## src/rtl/instr_encoder.sv

```systemverilog
// Assembles 32-bit instruction words from operation requests, expanding LI into one or two words.
// Define ENCODER_STD_OPCODES_EN to use standard RV32I opcodes for BNE and JALR.
module instr_encoder #(
    parameter int ILLEGAL_NOP = 0
) (
    input  logic        clk,
    input  logic        reset,
    input  logic        req_valid,
    output logic        req_ready,
    input  logic [3:0]  req_op,
    input  logic [2:0]  req_funct3,
    input  logic [6:0]  req_funct7,
    input  logic [4:0]  req_rd,
    input  logic [4:0]  req_rs1,
    input  logic [4:0]  req_rs2,
    input  logic [31:0] req_imm,
    output logic        instr_valid,
    input  logic        instr_ready,
    output logic [31:0] instr,
    output logic        instr_last,
    output logic        err_illegal
);

    localparam logic [6:0] OP_RTYPE = 7'b0110011;
    localparam logic [6:0] OP_ITYPE = 7'b0010011;
    localparam logic [6:0] OP_LOAD  = 7'b0000011;
    localparam logic [6:0] OP_STORE = 7'b0100011;
    localparam logic [6:0] OP_JAL   = 7'b1101111;
    localparam logic [6:0] OP_AUIPC = 7'b0010111;
    localparam logic [6:0] OP_LUI   = 7'b0110111;
`ifdef ENCODER_STD_OPCODES_EN
    localparam logic [6:0] OP_BNE   = 7'b1100011;
    localparam logic [6:0] OP_JALR  = 7'b1100111;
`else
    localparam logic [6:0] OP_BNE   = 7'b1001011;
    localparam logic [6:0] OP_JALR  = 7'b1001111;
`endif
    localparam logic [31:0] NOP_WORD = 32'h0000_0013;

    localparam logic [1:0] S_IDLE  = 2'd0;
    localparam logic [1:0] S_EMIT  = 2'd1;
    localparam logic [1:0] S_EMIT2 = 2'd2;

    logic [1:0]  state;
    logic        pend;
    logic [31:0] word2;
    logic [31:0] enc_w1;
    logic [31:0] enc_w2;
    logic        enc_long;
    logic        enc_legal;
    logic [19:0] li_hi;
    logic        busy;
    logic        accept;
    logic        emit_new;

    always_comb begin
        enc_w1    = '0;
        enc_w2    = '0;
        enc_long  = 1'b0;
        enc_legal = 1'b1;
        // Rounding the upper part compensates for addi sign-extending imm[11:0].
        li_hi     = req_imm[31:12] + {19'd0, req_imm[11]};
        case (req_op)
            4'd0: enc_w1 = {req_funct7, req_rs2, req_rs1, req_funct3, req_rd, OP_RTYPE};
            4'd1: enc_w1 = {req_imm[11:0], req_rs1, req_funct3, req_rd, OP_ITYPE};
            4'd2: enc_w1 = {req_imm[11:0], req_rs1, req_funct3, req_rd, OP_LOAD};
            4'd3: enc_w1 = {req_imm[11:5], req_rs2, req_rs1, req_funct3, req_imm[4:0], OP_STORE};
            4'd4: enc_w1 = {req_imm[12], req_imm[10:5], req_rs2, req_rs1, req_funct3,
                            req_imm[4:1], req_imm[11], OP_BNE};
            4'd5: enc_w1 = {req_imm[11:0], req_rs1, 3'b000, req_rd, OP_JALR};
            4'd6: enc_w1 = {req_imm[20], req_imm[10:1], req_imm[11], req_imm[19:12], req_rd, OP_JAL};
            4'd7: enc_w1 = {req_imm[31:12], req_rd, OP_AUIPC};
            4'd8: enc_w1 = {req_imm[31:12], req_rd, OP_LUI};
            4'd9: begin
                if ((&req_imm[31:11]) || !(|req_imm[31:11])) begin
                    enc_w1 = {req_imm[11:0], 5'd0, 3'b000, req_rd, OP_ITYPE};
                end else begin
                    enc_long = 1'b1;
                    enc_w1   = {li_hi, req_rd, OP_LUI};
                    enc_w2   = {req_imm[11:0], req_rd, 3'b000, req_rd, OP_ITYPE};
                end
            end
            default: begin
                enc_legal = 1'b0;
                enc_w1    = NOP_WORD;
            end
        endcase
    end

    assign busy        = (state != S_IDLE);
    assign instr_valid = busy;
    assign req_ready   = !busy || (instr_ready && !pend);
    assign accept      = req_valid && req_ready;
    assign emit_new    = enc_legal || (ILLEGAL_NOP != 0);

    always_ff @(posedge clk or posedge reset) begin
        if (reset) begin
            state       <= S_IDLE;
            instr       <= '0;
            instr_last  <= 1'b0;
            pend        <= 1'b0;
            word2       <= '0;
            err_illegal <= 1'b0;
        end else begin
            err_illegal <= accept && !enc_legal;
            if (busy && instr_ready && pend) begin
                state      <= S_EMIT2;
                instr      <= word2;
                instr_last <= 1'b1;
                pend       <= 1'b0;
            end else if (accept && emit_new) begin
                state      <= S_EMIT;
                instr      <= enc_w1;
                instr_last <= !enc_long;
                pend       <= enc_long;
                word2      <= enc_w2;
            end else if (busy && instr_ready) begin
                state <= S_IDLE;
            end
        end
    end

endmodule

```

## config.mk

```make
export PLATFORM = sky130hd
export DESIGN_NAME = instr_encoder
export DESIGN_NICKNAME = d
export VERILOG_FILES = /design/src/rtl/instr_encoder.sv
export SDC_FILE = /design/constraint.sdc
export NUM_CORES = 1
export LEC_CHECK = 0
export CORE_ASPECT_RATIO = 1.5
export CORE_MARGIN = 1
export CORE_UTILIZATION = 40
export CTS_CLUSTER_SIZE = 28
export DETAILED_ROUTE_END_ITERATION = 16
export PLACE_DENSITY = 0.72
export SYNTH_ARGS = -nofsm -noshare
export SYNTH_HDL_FRONTEND = slang
export SYNTH_SLANG_ARGS = --single-unit
```

## constraint.sdc

```tcl
create_clock -name clk -period 1.6 [get_ports clk]
set_input_delay 0.4 -clock clk [delete_from_list [all_inputs] [get_ports clk]]
set_output_delay 0.4 -clock clk [all_outputs]
set_load 0.02 [all_outputs]
```

==> results.yml <==
outcome:
  status: "finished, violations left"
  violations: "setup timing"
power:
  powerDensity_nw_per_um2: 748
  ir_worst_vdd_v: 0.000658
  leakage_uw: 0.00295
detailed_routing:
  vias_per_cell: 6.81
  ant_nets: 0
  drt_wl_total_mm: 18.7
  vias: 4931
  drt-initial-drc-count: 600
  drc_errors: 0
  routedWlPerCell_um: 25.9
  firstDrtPassIters: 5
synth:
  ys_types: 62
  syn_nets: 449
  synthFlopType: "dfrtp_1"
  synth-edff-count: 0
  yosysMostFrequentCell: "dfrtp_1"
  synth_top_area_share: 0.377
  avgSynthCellArea_sq_um: 9.23
  synth-seq-cells: 53
  ys_async_sr_fraction: 1.00
  ys_top_cells_by_count: "dfrtp_1, nand2_1, a22oi_1, nand3_1"
  netlist_instances: 381
  seq_area_frac_synth: 0.377
  yosysWarningCount: 0
  synth_area_leaders: "dfrtp_1, a22oi_1, a22o_1"
  netlist_area_sq_um: 3520
  yosysTopAreaCell: "dfrtp_1"
place:
  place_congestion: 0.886
  postPlaceCellArea_sq_um: 5470
  post-place-ws_ps: -924
  placed_cells: 670
  numPortBuffers: 100
  hpwl_mm: 10.2
floorplanning:
  ios: 101
  chipHeight_um: 117
  dieArea_sq_um: 9180
  initial_core_util: 0.415
  row_count: 41
  placeableCoreArea_sq_um: 8460
  die_w_um: 78.6
setup_path:
  critical_path.reg2reg.endpoint: "instr[21]$_DFFE_PP0P_"
  start_kind: "register"
  cpMostUsedCell: "buf_6"
  slowest_delay_ps: 430
  reg2reg_depth: 9
  worstPathRequired_ps: 1790
  worstPathCellList: "nor2_4 -> buf_6 -> o211ai_1 -> buf_4 -> buf_6 -> buf_12 -> nand3_4 -> o2111ai_2 -> a221o_1"
  r2r_slack_ps: -290
  critical_path_class: "register to register"
  critPathMaxFanout: 7
  end_kind: "register"
  arrival_ps: 2090
  cpMaxStageDelayCell: "dfrtp_1"
  rr_startpoint: "state[1]$_DFFE_PP0P_"
final_layout:
  finalNonFillerCells: 724
  antenna_cells: 0
  syn2layout_area_growth_pct: 92.0
  multi_input_area_sq_um: 2730
  final_nets: 684
  drive_gt1_frac: 0.488
  post-route-cell-area_sq_um: 6750
  seqCellArea_sq_um: 1330
  fill_cells: 490
sta:
  timing.fmax_mhz: 528
  fin_ws_ps: -294
  fin_hold_ws_ps: 350
  setup_viol_count_final: 53
  slew_viol_final: 0
  worst_pin_slew_ps: 471
  maxSlewHeadroom: 0.684
  finalHoldViolCount: 0
  rsz0062_at_grt: "true"
  min_period_ps: 1890
  post-route-period-util: 1.18
  worst_clock_skew_ps: 11.9
global_route:
  overflow: 0
  grt_first_pass_wirelength_mm: 25.5
  grt_pass1_vias: 4727
  grt.total_usage: 0.371
  grt_max_degree: 54
  antenna_found_initial: 0
hold_path:
  hold_end: "word2[31]$_DFFE_PP0P_"
  min_path_type: "input port to register"
  holdCritStartpoint: "req_imm[11]"
  min_path_cells: 3
clock_tree:
  cts_tree: "built"
  cts_hold_buf: 0
  worstSkewPairLatency_ps: 310
  clockRootBuffer: "clkbuf_16"
  cts.clk_slew.worst_paths_ps: 80
  cts.sinks: 53
  htree_levels: 2
  cts_buffers: 5
  clockBufferDepth: 2
run:
  drv_cap: 0
-- placed cells by master, fill, tap and decap left out, types with 7 or more instances in the layout --
cell,netlist,routed
a22o_1,18,18
inv_1,12,8
a22oi_1,26,12
a21oi_1,8,8
buf_4,2,106
buf_2,6,11
dfrtp_1,53,52
nand3_2,0,9
xnor2_1,14,14
o21ai_2,0,7
nand3_1,24,13
a22oi_2,0,14
clkdlybuf4s50_1,0,35
nand4_1,7,7
a221o_1,10,10
buf_6,1,44
nor2_1,15,9
dlygate4sd2_1,0,40
nand2_1,35,28
o211ai_1,9,9
-- cell families after synthesis --
kind of cell / share of synthesized area
buffers and inverters: 0.0534
AO/OA/AOI/OAI: 0.312
AND/OR/NAND/NOR: 0.186
flip-flops: 0.377
adder cells (fa/ha/maj): 0.0107
XOR/XNOR: 0.0473
multiplexers: 0.0125
-- layout make-up --
type	count	share of cell area
Sequential cell	53	0.197
Multi-Input combinational cell	290	0.404
Timing Repair Buffer	254	0.346
Clock buffer	5	0.0185
Clock inverter	3	0.00649
Inverter	12	0.00853
Tap cell	107	0.0198
-- where the power goes --
part | internal [uW] | switching (uW)
Combinational | 1010 | 1060
Clock | 743 | 544
Sequential | 1520 | 167
-- worst max-delay path: cells and delay by family (launching register included) --
family,cells,cell delay (ps)
AND/OR/NAND/NOR,2,260
AO/OA/AOI/OAI,3,480
buffers and inverters,4,600
flip-flops,1,430
-- worst max path at each step --
| stage | start | endpoint | slack, ps | cells past startpoint |
|---|---|---|---|---|
| detailed placement | req_imm[12] | instr[21]$_DFFE_PP0P_ | -920 | 7 |
| floorplan | req_imm[27] | instr[29]$_DFFE_PP0P_ | -340 | 7 |
| CTS | state[0]$_DFFE_PP0P_ | instr[23]$_DFFE_PP0P_ | -150 | 8 |
| global placement | req_imm[12] | instr[30]$_DFFE_PP0P_ | -890 | 7 |
| global route | state[1]$_DFFE_PP0P_ | instr[20]$_DFFE_PP0P_ | -330 | 8 |
| finish | state[1]$_DFFE_PP0P_ | instr[21]$_DFFE_PP0P_ | -290 | 9 |
-- timing repair --
| action | CTS | global route |
|---|---|---|
| buffers inserted | 31 | 18 |
| pin swaps | 51 | 47 |
| gates resized for setup | 231 | 90 |
| endpoints found under the setup margin | 87 | 53 |
| gates cloned | 5 | 0 |
-- state kept, by name, summed over array words and instances, names as in the netlist --
signal	count
err_illegal	1
instr	30
instr_last	1
pend	1
state	2
word2	18
-- layer usage --
layer	part of all wire	global-route usage	vias to the layer above
li1	-	-	1966
met1	0.34	0.423	2351
met2	0.47	0.647	440
met3	0.094	0.0457	174
met4	0.091	0.249	0
met5	0	0	-
-- per-stage QoR --
stage | util | TNS [ps] | total power (uW)
3_5_place_dp | 0.646 | -38830 | 3370
2_1_floorplan | - | -7530 | 2440
3_3_place_gp | 0.646 | -35480 | 3330
5_1_grt | 0.797 | -11390 | 5220
4_1_cts | 0.742 | -1980 | 4730
6_report | 0.797 | -10290 | 5050
Power figures use the tool's default switching activity.
